--- src/rtl/stack_pkg.sv ---
`default_nettype none
// ============================================================================
//  Package : stack_pkg
//  Shared definitions for the stack machine: stack_op encodings and the
//  default datapath width.
//  Revision: 1.0
// ============================================================================
package stack_pkg;

  // Datapath width shared with the ALU
  localparam int STACK_REG_BITS = 32;

  // Width of the stack_op field
  localparam int OP_BITS = 3;

  // stack_op encodings
  localparam logic [OP_BITS-1:0] OP_NOP   = 3'b000;
  localparam logic [OP_BITS-1:0] OP_PUSH  = 3'b001;
  localparam logic [OP_BITS-1:0] OP_POP   = 3'b010;
  localparam logic [OP_BITS-1:0] OP_BINOP = 3'b011;
  localparam logic [OP_BITS-1:0] OP_UNOP  = 3'b100;
  localparam logic [OP_BITS-1:0] OP_DUP   = 3'b101;
  localparam logic [OP_BITS-1:0] OP_SWAP  = 3'b110;
  localparam logic [OP_BITS-1:0] OP_CLEAR = 3'b111;

endpackage
`default_nettype wire

--- src/rtl/operand_stack.sv ---
`default_nettype none
// ============================================================================
//  Module  : operand_stack
//  Operand stack feeding the ALU: presents TOS/NOS as operands, writes the
//  ALU result back on the same edge, supports push/pop/dup/swap/clear and
//  keeps a sticky overflow/underflow error flag.
//  Revision: 1.0
// ============================================================================
module operand_stack
  import stack_pkg::*;
#(
  parameter int REG_BITS = STACK_REG_BITS,
  parameter int DEPTH    = 16
) (
  input  logic                         clk,
  input  logic                         reset,
  input  logic [OP_BITS-1:0]           stack_op,
  input  logic [REG_BITS-1:0]          push_data,
  input  logic [REG_BITS-1:0]          alu_result,
  output logic [REG_BITS-1:0]          operand1,
  output logic [REG_BITS-1:0]          operand2,
  output logic [REG_BITS-1:0]          tos,
  output logic [$clog2(DEPTH+1)-1:0]   count,
  output logic                         full,
  output logic                         empty,
  output logic                         err
);

  localparam int CW = $clog2(DEPTH + 1);
  localparam int IW = $clog2(DEPTH);
  localparam logic [CW-1:0] DEPTH_C = CW'(DEPTH);

  // Entry storage; contents beyond count are never observable, so no reset
  logic [REG_BITS-1:0] entry [DEPTH];
  logic [CW-1:0]       count_q;
  logic                err_q;

  // Entry positions relative to the current occupancy
  logic [IW-1:0]       tos_idx;
  logic [IW-1:0]       nos_idx;
  logic [IW-1:0]       push_idx;
  logic                has1;
  logic                has2;
  logic                room;
  logic [REG_BITS-1:0] tos_val;
  logic [REG_BITS-1:0] nos_val;

  // Decoded update controls
  logic                legal;
  logic                clr;
  logic [CW-1:0]       next_count;
  logic                wr_en;
  logic [IW-1:0]       wr_idx;
  logic [REG_BITS-1:0] wr_data;
  logic                sw_en;

  assign tos_idx  = IW'(count_q - CW'(1));
  assign nos_idx  = IW'(count_q - CW'(2));
  assign push_idx = IW'(count_q);
  assign has1     = (count_q != '0);
  assign has2     = (count_q >= CW'(2));
  assign room     = (count_q < DEPTH_C);

  // Read TOS/NOS; an absent entry reads as zero
  always_comb begin
    tos_val = '0;
    nos_val = '0;
    if (has1) tos_val = entry[tos_idx];
    if (has2) nos_val = entry[nos_idx];
  end

  // Legality check and next-state selection for the requested op
  always_comb begin
    legal      = 1'b1;
    clr        = 1'b0;
    next_count = count_q;
    wr_en      = 1'b0;
    wr_idx     = push_idx;
    wr_data    = push_data;
    sw_en      = 1'b0;
    case (stack_op)
      OP_NOP: begin
      end
      OP_PUSH: begin
        if (room) begin
          wr_en      = 1'b1;
          next_count = count_q + CW'(1);
        end else begin
          legal = 1'b0;
        end
      end
      OP_POP: begin
        if (has1) next_count = count_q - CW'(1);
        else      legal      = 1'b0;
      end
      OP_BINOP: begin
        // Result replaces NOS and TOS is dropped
        if (has2) begin
          wr_en      = 1'b1;
          wr_idx     = nos_idx;
          wr_data    = alu_result;
          next_count = count_q - CW'(1);
        end else begin
          legal = 1'b0;
        end
      end
      OP_UNOP: begin
        if (has1) begin
          wr_en   = 1'b1;
          wr_idx  = tos_idx;
          wr_data = alu_result;
        end else begin
          legal = 1'b0;
        end
      end
      OP_DUP: begin
        if (has1 && room) begin
          wr_en      = 1'b1;
          wr_data    = tos_val;
          next_count = count_q + CW'(1);
        end else begin
          legal = 1'b0;
        end
      end
      OP_SWAP: begin
        if (has2) sw_en = 1'b1;
        else      legal = 1'b0;
      end
      OP_CLEAR: begin
        clr        = 1'b1;
        next_count = '0;
      end
      default: begin
      end
    endcase
  end

  // Entry writes; while reset is held count is zero so nothing visible changes
  always_ff @(posedge clk) begin
    if (wr_en) entry[wr_idx] <= wr_data;
    if (sw_en) begin
      entry[tos_idx] <= nos_val;
      entry[nos_idx] <= tos_val;
    end
  end

  // Occupancy and sticky error flag
  always_ff @(posedge clk or posedge reset) begin
    if (reset) begin
      count_q <= '0;
      err_q   <= 1'b0;
    end else begin
      count_q <= next_count;
      if (clr)         err_q <= 1'b0;
      else if (!legal) err_q <= 1'b1;
    end
  end

  assign operand2 = tos_val;
  assign operand1 = (stack_op == OP_UNOP) ? tos_val : nos_val;
  assign tos      = tos_val;
  assign count    = count_q;
  assign full     = (count_q == DEPTH_C);
  assign empty    = (count_q == '0);
  assign err      = err_q;

endmodule
`default_nettype wire

--- config.mk ---
export PLATFORM = sky130hd
export DESIGN_NAME = operand_stack
export DESIGN_NICKNAME = d
export VERILOG_FILES = /design/src/rtl/stack_pkg.sv /design/src/rtl/operand_stack.sv
export SDC_FILE = /design/constraint.sdc
export NUM_CORES = 1
export LEC_CHECK = 0
export CORE_MARGIN = 5
export CORE_UTILIZATION = 55
export DETAILED_ROUTE_END_ITERATION = 10
export HOLD_SLACK_MARGIN = 0.06
export PLACE_DENSITY = 0.85
export SYNTH_ARGS = -nofsm -noshare
export SYNTH_HDL_FRONTEND = slang
export SYNTH_SLANG_ARGS = --single-unit
--- constraint.sdc ---
create_clock -name clk -period 6.1 [get_ports clk]
set_clock_uncertainty 0.2 [all_clocks]
set_input_delay 0.915 -clock clk [delete_from_list [all_inputs] [get_ports clk]]
set_output_delay 0.915 -clock clk [all_outputs]
set_load 0.05 [all_outputs]
== Yosys cells after proc, flatten, opt, wreduce, memory -nomap -nowiden ==
Memory sizes are Yosys's and may differ from the RTL's.
Cells that the tools add are included.
W data, S select, Z words.
Operators by class
  mux-type cells: 32
  reductions and logical operators: 8
  eq/ne operators: 13
  magnitude comparators: 2
  add/sub/neg operators: 3
Operator list (count)
  $mux W32: 7
  $pmux W32 S3: 1
  $reduce_or A32 Y1: 1
  $pmux W5 S5: 1
  $mux W5: 4
  $mux W1: 13
  $eq A3 B3 Y1 const B: 4
  $mux W4: 3
  $reduce_bool A5 Y1: 2
  $ne A2 B2 Y1 const B: 4
  $pmux W1 S4: 2
  $pmux W4 S2: 1
  $eq A3 B2 Y1 const B: 2
  $add A5 B1 Y5 const B: 1
  $eq A5 B5 Y1 const B: 1
  $ge A5 B2 Y1 const B: 1
  $logic_not A5 Y1: 1
  $lt A5 B5 Y1 const B: 1
  $reduce_and A5 Y1: 1
  $sub A5 B1 Y5 const B: 1
  $reduce_or A2 Y1: 2
  $sub A4 B2 Y4 const B: 1
  $eq A3 B1 Y1 const B: 1
  $ne A2 B1 Y1 const B: 1
  $logic_and A1 B1 Y1: 1
Word-level totals
  bits of input ports: 69
  register bits after elaboration: 6
  memories kept: 1
  output and inout port bits: 104
  memory bits (writable): 512
  word-level logic and storage cells: 61
Memory list
  entry: depth 16, bits a word 32, read ports 2, clocked after Yosys merged registers in 0, write ports 2, line operand_stack.sv:34  | logic [REG_BITS-1:0] entry [DEPTH];

== Depth between registers and ports, before layout ==
Gate-level depths: netlist of run 1.
  word-level depth: 7
  depth in mapped cells: 19
  mapped depth without buffers: 8

== Least setup slack after synthesis of run 1 ==
No wires, ideal clock.
  path type: register to register
  start point: register count_q[0] (netlist: count[0])
  end point: memory entry[12][0] (netlist bit) (enable)
  path slack: -0.355 ns
  clock period less this slack: 6.455 ns
  data required time: 5.430 ns
  path buffers: 6
  data arrival time: 5.785 ns
  setup time: 0.470 ns
  cell stages (with the launch flop): 15
  cell sequence: dfrtp_1 > clkbuf_1 > buf_2 > buf_4 > inv_1 > buf_2 > buf_2 > ha_1 > clkbuf_1 > or4b_4 > nor2_1 > or3_1 > a221oi_1 > o21ai_0 > o31ai_1
RTL lines
  from (decl): line operand_stack.sv:35  | logic [CW-1:0] count_q;
  from (signal assigned): line operand_stack.sv:153  | count_q <= next_count;
  to (decl): line operand_stack.sv:34

== Worst setup path in the final report of run 1 ==
  start point: register count_q[0] (netlist: count[0])
  end point: output operand1[14]
On the way
  cells in the longest elaborated chain, start to end: 4
  elaborated cells on any way between the ends: 8
  those cells by class: add/sub (2); order compare (1); mux (3); reduce/logical (1); memory (1)
Ends and longest elaborated chain
  $sub A5 B1 Y5 or $sub A4 B2 Y4 (tied branches)
  $mem_v2 Z16 W32
  $mux W32 (on tied branches): line operand_stack.sv:68, operand_stack.sv:69
  $mux W32 *: line operand_stack.sv:160  | assign operand1 = (stack_op == OP_UNOP) ? tos_val : nos_val;
  to (decl): line operand_stack.sv:20  | output logic [REG_BITS-1:0] operand1,
Mark *: on every way between the ends. The rest lies on a longest branch, timed or not.

==> results of run 1 <==
-- routing by layer --
layer	track usage [%]	vias up	part of all wire, %
met1	40.8	11300	33
met5	0	-	0
met2	48.3	2145	45
li1	-	9026	-
met4	15.8	0	6.2
met3	11.6	510	17
-- flip-flops by register name (all words and copies together) (netlist names) --
name	count
count	5
entry	512
err	1
-- final cells by class --
cell class	instances	area (um2)	area share [%]
Clock inverter	34	206	0.575
Sequential cell	518	15500	43.3
Inverter	40	151	0.422
Multi-Input combinational cell	1398	15400	42.9
Clock buffer	65	1460	4.06
Timing Repair Buffer	254	2180	6.08
Tap cell	773	967	2.70
-- Yosys cell counts, drive strengths merged (5+ instances only) --
cell type / count / area [um2]
and4: 32 / 280
nor2: 74 / 278
buf: 250 / 1530
nand3: 163 / 816
mux2: 64 / 721
and3: 39 / 244
nand4: 5 / 31.3
mux4: 256 / 5770
dfrtp: 6 / 150
nand2b: 37 / 231
nand2: 24 / 90.1
edfxtp: 512 / 15400
or3: 35 / 219
clkbuf: 107 / 402
o22ai: 33 / 206
o31ai: 7 / 52.6
o21ai: 23 / 115
inv: 40 / 150
a222oi: 32 / 320
a21oi: 9 / 45.0
ha: 8 / 100
mux2i: 513 / 5130
-- stage by stage --
step | setup TNS [ps] | util (%)
floorplan | -27570 | -
CTS | 0 | 60.9
detailed placement | 0 | 58.0
global route | 0 | 60.9
global placement | 0 | 58.0
finish | 0 | 60.9
-- repair_timing --
item                       in CTS  in global routing
hold endpoints to repair        0                  0
setup endpoints to repair       0                  2
gates resized for setup         0                  2
-- worst min path at each step --
stage | to
floorplan | count[0]
global placement | err
detailed placement | err
CTS | count[1]
global route | count[1]
finish | err
-- cell families (layout without fill, tap and decap cells) --
logic type                 after synthesis  after routing
buffers and inverters                  397            393
and+or+nand+nor                        425            425
DFF                                    518            518
muxes                                  833            833
adders and majority gates                8              8
xor gates and xnor gates                 6              6
AOI/OAI and AO/OA                      126            126
-- worst max-delay path: stages (launching register included) --
cell and delay, ps:
dfrtp_4 500, clkinv_2 60, buf_4 430, ha_4 890
buf_4 430, mux4_2 250, mux2_2 160, nor2_1 50
or3_1 660, o22ai_1 500, buf_4 290
==> reports/summary.txt, run 1 <==
Status: completed
Post CTS Setup Buffer Count: 0
Post-synthesis adder-cell area fraction: 0.307%
Fin. Hold Viols: 0
Slew Viols, Final: 0
Max_cap viols: 0
Vias per inst: 7.47
Commonest non-fill, non-tap cell in the layout: mux2i_1
Unique cell type count in the Yosys netlist: 52
Largest family of logic cells by synthesized area: multiplexers
Register-to-Register Path Depth: 11
XOR/XNOR share of the synthesized area: 0.184%
Die Y: 254 um
Inserted Clock Buffers: 55
Placed cell area: 0.0342 mm2
I/O pins: 173
Crit Reg-Reg Startpoint: count[0]
First drt pass iteration count: 9
Starting DRC count in detailed routing: 3370
IO Port Bufs: 172
RD Place Congestion: 0.927
Synth async-reset ratio: 1.16%
Clk pin slew, worst setup/hold paths: 60 ps
Crit path launch: count[0]
R2r setup slk: 560 ps
Initial Utilization: 55.4%
Critical R2R Capture: entry[7][17]
Fillers: 4240
CTS Sinks: 518
Synthesis-to-finish area growth: 10.0%
Final Cycle Share: 98.5%
CTS root buf: clkbuf_16
Multiplexer area fraction after synthesis: 35.6%
Worst Setup EP: operand1[14]
Post-synthesis compound-gate area fraction: 2.84%
Synthesis warning total: 0
Die Width: 254 um
Crit Path Category: register to output port
Antenna violations before repair: 0
Clock Latency Late Sink: 630 ps
Antenna diode count: 0
Synth Flop Type: edfxtp_1
Vias in the first global route: 23600
# hold bufs at CTS: 0
Fin nets: 2344
Vias: 23000
Hpwl dp: 59.3 mm
Unrepaired setup endpoints after global routing: no
Startpoint Class: register
Setup ws final: 91.3 ps
Register area share after synthesis: 47.6%
First-pass GRT wire length: 152 mm
Post-route minimum period: 6010 ps
CORE AREA: 0.0589 mm2
H-tree level count: 2
Non-filler cells, final: 3082
Number of synthesized flops with an enable pin: 512
Detail Route Antenna Nets: 0
# setup viols final: 0
Post-Syn Area: 0.0326 mm2
Syn Area/Cell: 14.1 um2
Worst setup EP type: output port
DR DRC count: 0
Worst-path fanout max: 57
Post-route design area: 0.0359 mm2
Site Rows: 89
Post-place setup slack: 810 ps
F_max: 0.166 GHz
Placed cells: 2983
Net Count, Synth: 2390
Worst Max-Slew Pin Slew: 1290 ps
Die area: 0.0643 mm2
Fin Hold WS: 329 ps
Most frequent cells in the layout: 513 x mux2i_1, 512 x edfxtp_1, 256 x mux4_2
Simple-Gate Fraction of Synth Area: 7.05%
Hold WC Path Type: input pin to asynchronous set/reset pin
CTS tree: done
Routed WL: 104 mm
Slew headroom: 13.4%
Final global-route overflow total: 0
Total GRT Usage: 31.8%
Largest net degree at the start of global routing: 100
WL/cell: 33.9 um
Arrival time worst endpoint: 4890 ps
Synth Instances: 2313
Critical Path RT: 4980 ps
Flops & latches, synth: 518
Max Root-Sink Buffers: 3
Share of cells above drive strength 1: 27.0%
Power of run 1 is left out: the tool's default activity adds up to more than one toggle a clock period on the data nets, which glitch-free logic cannot reach.
==> inputs of run 2 (changes only) <==
- CORE_MARGIN: 5 -> 2
- GPL_ROUTABILITY_DRIVEN: not set -> 0
==> run 2 against run 1 <==
Sequential share of layout area hardly changed. Highest routed layer unchanged. Worst hold slack worse by 14 ps. Die area is 4.7% lower. Via count hardly changed. Cell count hardly changed.
==> reports/summary.txt, run 2 (synthesis results as in run 1) <==
Die Width: 248 um (was 254 um)
Util after Layout: 61.1% (was 60.9%)
Starting DRC count in detailed routing: 3734 (was 3370)
Unrepaired setup endpoints after global routing: no (unchanged)
Share of cells above drive strength 1: 27.1% (was 27.0%)
Antenna violations before repair: 0 (unchanged)
First-pass GRT wire length: 151 mm (was 152 mm)
WL/cell: 33.7 um (was 33.9 um)
Commonest non-fill, non-tap cell in the layout: mux2i_1 (unchanged)
Die area: 0.0613 mm2 (was 0.0643 mm2)
Clock Latency Late Sink: 640 ps (was 630 ps)
Delay of the slowest critical-path stage: 590 ps (was 890 ps)
Post CTS Setup Buffer Count: 0 (unchanged)
Critical Path RT: 4980 ps (about the same)
Final global-route overflow total: 0 (unchanged)
First drt pass iteration count: 9 (unchanged)
Most flops, register: entry (unchanged)
Initial Utilization: 55.5% (was 55.4%)
Most frequent cells in the layout: 513 x mux2i_1, 512 x edfxtp_1, 256 x mux4_2 (unchanged)
Crit-path slowest cell: mux4_2 (was ha_4)
Crit Reg-Reg Startpoint: count[1] (was count[0])
Startpoint Class: register (unchanged)
Worst-path fanout max: 73 (was 57)
Max Root-Sink Buffers: 3 (unchanged)
Die Y: 248 um (was 254 um)
Largest register FFs: 512 (unchanged)
Fin. Hold Viols: 0 (unchanged)
Non-filler cells, final: 3080 (was 3082)
Crit path launch: count[1] (was count[0])
Crit Path Category: register to output port (unchanged)
Synthesis-to-finish area growth: 10.1% (was 10.0%)
CTS root buf: clkbuf_16 (unchanged)
CTS Sinks: 518 (unchanged)
Slew Viols, Final: 0 (unchanged)
Placed cells: 2985 (was 2983)
Worst-path cell chain: inv_1 -> ha_1 -> xor2_4 -> buf_12 -> mux4_2 -> mux2_2 -> nor2_1 -> or3_1 -> o22ai_1 -> buf_4 (was clkinv_2 -> buf_4 -> ha_4 -> buf_4 -> mux4_2 -> mux2_2 -> nor2_1 -> or3_1 -> o22ai_1 -> buf_4)
Inserted Clock Buffers: 53 (was 55)
Fin nets: 2344 (unchanged)
Detail Route Antenna Nets: 0 (unchanged)
I/O pins: 173 (unchanged)
Hold WC Path Type: input pin to asynchronous set/reset pin (unchanged)
Max_cap viols: 0 (unchanged)
Post-route minimum period: 5670 ps (was 6010 ps)
Vias per inst: 7.48 (was 7.47)
Hpwl dp: 58.7 mm (was 59.3 mm)
Clk pin slew, worst setup/hold paths: 60 ps (about the same)
CTS tree: done (unchanged)
Worst Max-Slew Pin Slew: 1130 ps (was 1290 ps)
Status: completed (unchanged)
Vias: 23000 (about the same)
H-tree level count: 2 (unchanged)
F_max: 0.176 GHz (was 0.166 GHz)
DR DRC count: 0 (unchanged)
Antenna diode count: 0 (unchanged)
Routed WL: 104 mm (about the same)
Largest net degree at the start of global routing: 137 (was 100)
Worst setup EP type: output port (unchanged)
# setup viols final: 0 (unchanged)
Slew headroom: 24.4% (was 13.4%)
Site Rows: 89 (unchanged)
Total GRT Usage: 33.9% (was 31.8%)
CORE AREA: 0.0588 mm2 (was 0.0589 mm2)
Vias in the first global route: 23200 (was 23600)
# hold bufs at CTS: 0 (unchanged)
Final Cycle Share: 92.9% (was 98.5%)
Fin Hold WS: 315 ps (was 329 ps)
Resized Gates After CTS: 0 (unchanged)
Arrival time worst endpoint: 4550 ps (was 4890 ps)
IO Port Bufs: 172 (unchanged)
==> run 2: cell count changes in the layout (fill, tap and decap cells not counted), sizes merged <==
cell and delta:
clkinvlp -2, clkbuf -4, buf +2, bufinv +2
clkinv +2, inv -2
==> run 2: cell type report <==
cell class,count,area [um2]
Clock buffer,61,1380
Clock inverter,34,259
Fill cell,4242,22900
Inverter,40,151
Multi-Input combinational cell,1398,15400
Sequential cell,518,15500
Tap cell,773,967
Timing Repair Buffer,256,2260
==> run 2: path summary, 6_finish.rpt <==
path | depth (start not counted) | to | slack (ps)
min in group clk | 2 | err | 340
max reg2reg | 9 | entry[4][19] | 930
max | 10 | operand1[14] | 430
min | 2 | err | 320
min reg2reg | 2 | err | 340
max in group asynchronous | 2 | count[1] | 5160
==> run 2: through the flow <==
| stage | area [um2] | TNS (ps) | setup WS (ps) |
|---|---|---|---|
| 2_1_floorplan | 32600 | -27570 | -287 |
| 3_3_place_gp | 34300 | 0 | 1080 |
| 3_5_place_dp | 34300 | 0 | 964 |
| 4_1_cts | 35900 | 0 | 457 |
| 5_1_grt | 35900 | 0 | 187 |
| 6_report | 35900 | 0 | 430 |
==> run 2: per-layer routing <==
metal,vias to the layer above,wire [um],track usage [%]
met5,-,0,0
met3,478,16700,10.4
li1,9024,-,-
met4,0,6390,17.8
met2,2180,46400,51.4
met1,11400,34200,44.1
==> run 2: worst max-delay path: cells and delay by family, from the launching register on <==
family / cells / cell delay (ps)
fa+ha+maj: 1 / 450
simple gates: 2 / 630
flops: 1 / 490
compound gates: 1 / 170
buf+inv: 3 / 950
mux: 2 / 910
xor+xnor: 1 / 250
Power of run 2 is left out for the same reason.
